--- src/rtl/mem_arb_pkg.sv ---
// ---------------------------------------------------------------------------
// mem_arb_pkg
// Shared types and constants for the unified memory port arbiter.
//   owner_t            : which port won the most recent grant
//                        (OWN_IDLE after reset, before any grant)
//   DEFAULT_MAX_GRANTS : default number of back-to-back contended core grants
//                        before port D is given a slot (fairness build only)
// ---------------------------------------------------------------------------
package mem_arb_pkg;

   typedef enum logic [1:0] {
      OWN_IDLE,
      OWN_C,
      OWN_D
   } owner_t;

   localparam int DEFAULT_MAX_GRANTS = 4;

endpackage

--- src/rtl/arb_fair_cnt.sv ---
// ---------------------------------------------------------------------------
// arb_fair_cnt
// Saturating contention counter for the fairness build of mem_port_arbiter.
// Counts core grants made while port D is waiting. Once MAX_GRANTS such
// grants have happened in a row, force_d asks the arbiter to hand the next
// contended slot to port D.
// Ports:
//   clk      in   system clock, rising edge
//   rst      in   synchronous active-high reset
//   c_gnt    in   core was granted this cycle
//   d_req    in   port D is requesting this cycle
//   d_gnt    in   port D was granted this cycle
//   force_d  out  port D must win the current contended cycle
// ---------------------------------------------------------------------------
module arb_fair_cnt
   import mem_arb_pkg::*;
#(
   parameter int MAX_GRANTS = DEFAULT_MAX_GRANTS
) (
   input  logic clk,
   input  logic rst,
   input  logic c_gnt,
   input  logic d_req,
   input  logic d_gnt,
   output logic force_d
);

   localparam int CNT_W = $clog2(MAX_GRANTS + 1);
   localparam logic [CNT_W-1:0] CNT_MAX = CNT_W'(MAX_GRANTS);

   logic [CNT_W-1:0] count;

   // The count only means something while D is actually waiting, so it is
   // cleared whenever D drops its request or finally gets served. It stops
   // at CNT_MAX rather than wrapping, so a stalled D can never lose its turn.
   always_ff @(posedge clk) begin
      if (rst) begin
         count <= '0;
      end else if (!d_req || d_gnt) begin
         count <= '0;
      end else if (c_gnt && (count != CNT_MAX)) begin
         count <= count + 1'b1;
      end
   end

   assign force_d = d_req && (count == CNT_MAX);

endmodule

--- src/rtl/mem_port_arbiter.sv ---
// ---------------------------------------------------------------------------
// mem_port_arbiter
// Shares the single unified instruction/data memory between the multi-cycle
// core (port C) and the program loader / DMA (port D). One access per cycle.
// Read data is registered and returned with a one-cycle rvalid pulse to the
// port that issued the read.
//
// Build option:
//   MEM_ARB_FAIRNESS_EN  when defined, port D is forced a slot after
//                        MAX_GRANTS consecutive contended core grants
//                        (uses arb_fair_cnt). When undefined the arbiter is
//                        pure fixed priority (core always wins) and D may
//                        starve.
//
// Ports:
//   clk, rst               clock (rising edge), synchronous active-high reset
//   c_req/c_we/c_addr/c_wdata  core request, held stable until c_gnt
//   c_gnt                  core access performed this cycle
//   c_rvalid               core read data valid (cycle after a read grant)
//   d_req/d_we/d_addr/d_wdata/d_gnt/d_rvalid  same for port D
//   rdata                  registered read data, shared by both ports
//   mem_addr/mem_wdata/mem_we  to memory (write on rising clk edge)
//   mem_rdata              from memory, combinational read
// ---------------------------------------------------------------------------
module mem_port_arbiter
   import mem_arb_pkg::*;
#(
   parameter int ADDR_W = 32,
   parameter int DATA_W = 32
`ifdef MEM_ARB_FAIRNESS_EN
   ,
   parameter int MAX_GRANTS = DEFAULT_MAX_GRANTS
`endif
) (
   input  logic              clk,
   input  logic              rst,

   input  logic              c_req,
   input  logic              c_we,
   input  logic [ADDR_W-1:0] c_addr,
   input  logic [DATA_W-1:0] c_wdata,
   output logic              c_gnt,
   output logic              c_rvalid,

   input  logic              d_req,
   input  logic              d_we,
   input  logic [ADDR_W-1:0] d_addr,
   input  logic [DATA_W-1:0] d_wdata,
   output logic              d_gnt,
   output logic              d_rvalid,

   output logic [DATA_W-1:0] rdata,

   output logic [ADDR_W-1:0] mem_addr,
   output logic [DATA_W-1:0] mem_wdata,
   output logic              mem_we,
   input  logic [DATA_W-1:0] mem_rdata
);

   owner_t owner;
   logic   rd_pend;
   logic   rd_next;

`ifdef MEM_ARB_FAIRNESS_EN
   logic force_d;

   // Tracks how long D has been waiting behind the core.
   arb_fair_cnt #(
      .MAX_GRANTS (MAX_GRANTS)
   ) u_fair_cnt (
      .clk     (clk),
      .rst     (rst),
      .c_gnt   (c_gnt),
      .d_req   (d_req),
      .d_gnt   (d_gnt),
      .force_d (force_d)
   );
`endif

   // Grant decision. Grants are combinational so an access completes in the
   // same cycle it is requested; nothing is granted while reset is held so a
   // requester that stays asserted through reset cannot write memory.
   // Normally the core wins any contended cycle; in the fairness build a
   // long-waiting D takes the slot instead.
   always_comb begin
      c_gnt = 1'b0;
      d_gnt = 1'b0;
      if (!rst) begin
`ifdef MEM_ARB_FAIRNESS_EN
         if (d_req && (!c_req || force_d)) begin
            d_gnt = 1'b1;
         end else if (c_req) begin
            c_gnt = 1'b1;
         end
`else
         if (c_req) begin
            c_gnt = 1'b1;
         end else if (d_req) begin
            d_gnt = 1'b1;
         end
`endif
      end
   end

   // Memory-side mux. The core's address/data are presented whenever D is
   // not the winner, which keeps the idle bus pointing at the core. The
   // write strobe only fires for a granted write.
   always_comb begin
      mem_addr  = c_addr;
      mem_wdata = c_wdata;
      mem_we    = c_gnt & c_we;
      if (d_gnt) begin
         mem_addr  = d_addr;
         mem_wdata = d_wdata;
         mem_we    = d_we;
      end
   end

   assign rd_next = (c_gnt && !c_we) || (d_gnt && !d_we);

   // Owner state, read-return flag and read data register. Owner records the
   // last winner and holds through idle cycles; combined with rd_pend it
   // steers the single rvalid pulse back to whichever port issued the read.
   // rdata only loads on a read grant so it holds its value otherwise.
   always_ff @(posedge clk) begin
      if (rst) begin
         owner   <= OWN_IDLE;
         rd_pend <= 1'b0;
         rdata   <= '0;
      end else begin
         rd_pend <= rd_next;
         if (c_gnt) begin
            owner <= OWN_C;
         end else if (d_gnt) begin
            owner <= OWN_D;
         end
         if (rd_next) begin
            rdata <= mem_rdata;
         end
      end
   end

   // A reset arriving while a read is in flight kills the pulse immediately,
   // so the requester never sees data from an access it must reissue.
   assign c_rvalid = rd_pend && (owner == OWN_C) && !rst;
   assign d_rvalid = rd_pend && (owner == OWN_D) && !rst;

endmodule
--- config.mk ---
export PLATFORM = sky130hd
export DESIGN_NAME = mem_port_arbiter
export DESIGN_NICKNAME = d
export VERILOG_FILES = /design/src/rtl/mem_arb_pkg.sv /design/src/rtl/arb_fair_cnt.sv /design/src/rtl/mem_port_arbiter.sv
export SDC_FILE = /design/constraint.sdc
export NUM_CORES = 1
export LEC_CHECK = 0
export ABC_CLOCK_PERIOD_IN_PS = 4550
export CAP_MARGIN = 10
export CORE_AREA = 4 4 100 102
export DETAILED_ROUTE_END_ITERATION = 8
export DIE_AREA = 0 0 104 106
export GPL_ROUTABILITY_DRIVEN = 0
export PLACE_DENSITY = 0.75
export SLEW_MARGIN = 20
export SYNTH_ARGS = -nofsm -noshare
export SYNTH_HDL_FRONTEND = slang
export SYNTH_SLANG_ARGS = --single-unit
export TNS_END_PERCENT = 5
--- constraint.sdc ---
create_clock -name clk -period 4.55 [get_ports clk]
set_input_delay 1.365 -clock clk [delete_from_list [all_inputs] [get_ports clk]]
set_output_delay 1.365 -clock clk [all_outputs]
set_load 0.1 [all_outputs]
==> results.json, run 1 <==
{
  "min-delay-start": "rdata[21]$_SDFFE_PP0P_",
  "syn_inst": 235,
  "min_to": "rdata[21]$_SDFFE_PP0P_",
  "fin_util_pct": 63.3,
  "grt_pass1_wl_um": 20100,
  "skew_ns": 0,
  "core_mm2": 0.00911,
  "mostFrequentLayoutCell": "clkdlybuf4s50_1",
  "multi_input_area_mm2": 0.00133,
  "synth.avg_cell_area_um2": 9.26,
  "worst_slew_pin_slew_ns": 1.00,
  "yosys_warnings": 0,
  "regArea_um2": 701,
  "drive_gt1_share_pct": 30.6,
  "die_area_mm2": 0.0110,
  "antenna_found_initial": 1,
  "area_growth_syn_to_layout_pct": 165,
  "crit_fanout": 17,
  "via_count": 2925,
  "path_clk_slew_ns": 0.08,
  "finalCriticalPeriod_ns": 4.36,
  "die-width_um": 104,
  "yosysUniqueCellTypes": 24,
  "setup_ws_ns": 0.186,
  "synth_seq_cells": 35,
  "dp_hpwl_um": 11400,
  "p_leak_nw": 2.19,
  "min_period_over_period_pct": 95.9,
  "start_kind": "input port",
  "hold_violations": 0,
  "final-setup-viol-count": 0,
  "wl_um": 14400,
  "boundaryPins": 267,
  "grt_max_degree": 67,
  "rows": 35,
  "r2r-end": "rdata[30]$_SDFFE_PP0P_",
  "initialDrtViolationCount": 149,
  "place_ws_ns": 0.0564,
  "cp.required_ns": 3.18,
  "worst_hold_slack_ns": 0.465,
  "dr.pass1.iters": 4,
  "grt_util_all_layers_pct": 24.1,
  "ys_seq_area_share_pct": 32.2,
  "hp-class": "flop to flop",
  "wl_per_cell_um": 23.7,
  "relSlewSlack_pct": 32.9,
  "cts_buffers": 5,
  "rr_startpoint": "rdata[30]$_SDFFE_PP0P_",
  "status": "finished, final reports clean",
  "clock_latency_ns": 0.28,
  "die_h_um": 106,
  "io_buffers": 266,
  "cts_max_level": 2,
  "drtAntennaViolNets": 0,
  "vdd_drop_max_uv": 153,
  "rsz0062_at_grt": "false",
  "cts_sinks": 35,
  "initial_utilization_pct": 23.9,
  "clock_path_buffers": 2,
  "timing.fmax_ghz": 0.229,
  "pwr_density_cell_mw_per_mm2": 271,
  "cp.arrival_ns": 3.00,
  "syn_area_mm2": 0.00218,
  "grt_pass1_vias": 2996,
  "cts_root_buffer": "clkbuf_8",
  "fillers": 733,
  "critPathCaptureType": "primary output",
  "holdPathStages": 2,
  "grt_overflow_total": 0,
  "crit_type": "input port to primary output",
  "syn_nets": 401,
  "layout_common_cells": "clkdlybuf4s50_1 (196), buf_12 (70), mux2_2 (58)",
  "final_nets": 658,
  "postCtsHoldBufs": 0,
  "drc_errors": 0,
  "reg2reg_depth": 2,
  "drv_cap": 0,
  "cts_tree": "built",
  "finalPower_mw": 1.56,
  "regToRegSetupSlack_ns": 3.88,
  "vias_per_cell": 4.83,
  "slew_violations": 0
}
worst max-delay path, stage by stage:
cell and delay (ns):
clkdlybuf4s50_1 0.50, nor3_4 0.20, buf_6 0.16, clkbuf_16 0.19
mux2_1 0.38, buf_12 0.18
through the flow:
stage | cell area, µm² | std cells | setup TNS [ns]
global route | 5770 | 604 | 0
floorplan | 2190 | 235 | -0.419
finish | 5770 | 605 | 0
detailed placement | 5580 | 592 | 0
CTS | 5690 | 600 | 0
global placement | 5580 | 592 | 0
sequential cells by signal, indices dropped and copies added (netlist names):
name     cells
rd_pend      1
rdata       32
owner        2
where the power goes:
group          switching [mW]  internal, mW
combinational           0.580         0.368
clock                   0.117         0.163
sequential            0.00939         0.324
Yosys cell counts:
library cell	n	share of area (%)
nor2_1	2	0.34
nor3_1	1	0.23
nor4bb_1	2	0.92
a21oi_2	1	0.40
o21ai_1	3	0.69
buf_1	3	0.52
mux2_1	10	5.2
nand2b_1	1	0.29
inv_1	1	0.17
mux2_2	54	28
a22o_1	1	0.40
buf_2	6	1.4
clkbuf_1	5	0.86
nor3_2	1	0.46
and2b_1	1	0.34
dfxtp_1	35	32
a21oi_1	33	7.6
nor2b_1	1	0.29
clkbuf_2	3	0.69
or3b_1	1	0.40
nand3_1	32	7.4
o21ai_0	29	6.7
nor3b_2	1	0.57
buf_6	8	4.1
kinds of logic (layout without fill, tap and decap cells):
logic type / count (synthesis) / count (layout) / share of synthesized area [%]
other: 0 / 1 / 0
and+or+nand+nor: 43 / 43 / 11.2
buffers and inverters: 26 / 284 / 7.76
muxes: 64 / 64 / 33.1
AOI/OAI and AO/OA: 67 / 67 / 15.7
DFF: 35 / 35 / 32.2
layout make-up:
cell class / count / area share [%]
Clock inverter: 3 / 0.759
Inverter: 1 / 0.0651
Timing Repair Buffer: 275 / 60.4
Multi-Input combinational cell: 174 / 23.0
Clock buffer: 5 / 1.19
Tap cell: 111 / 2.41
Sequential cell: 35 / 12.1
Antenna cell: 1 / 0.0434
worst max-delay path by stage:
stage,start,end,slack [ns]
floorplan,rst,c_rvalid,-0.21
global placement,d_req,mem_wdata[4],0.05
detailed placement,d_req,mem_wdata[21],0.06
CTS,d_req,mem_wdata[21],0.04
global route,c_req,mem_wdata[4],0.15
finish,c_req,mem_addr[6],0.19
what timing repair did:
item,in CTS,in global routing
resized for setup,0,11
setup buffers,0,1
endpoints found under the setup margin,0,64
routing by layer:
| metal | track usage (%) | part of all wire, % |
|---|---|---|
| met1 | 28.1 | 40 |
| met3 | 10.9 | 10 |
| met4 | 5.41 | 1.6 |
| met2 | 40.8 | 49 |
| met5 | 0 | 0 |
Power figures use the tool's default switching activity.
==> run 2, diff against run 1 <==
--- a/config.mk
+++ b/config.mk
@@ -5,7 +5,6 @@
 export SDC_FILE = /design/constraint.sdc
 export NUM_CORES = 1
 export LEC_CHECK = 0
-export ABC_CLOCK_PERIOD_IN_PS = 4550
 export CAP_MARGIN = 10
 export CORE_AREA = 4 4 100 102
 export DETAILED_ROUTE_END_ITERATION = 8
==> results of run 2 <==
Same layout as run 1: the final DEF is identical, and so are final timing and power.
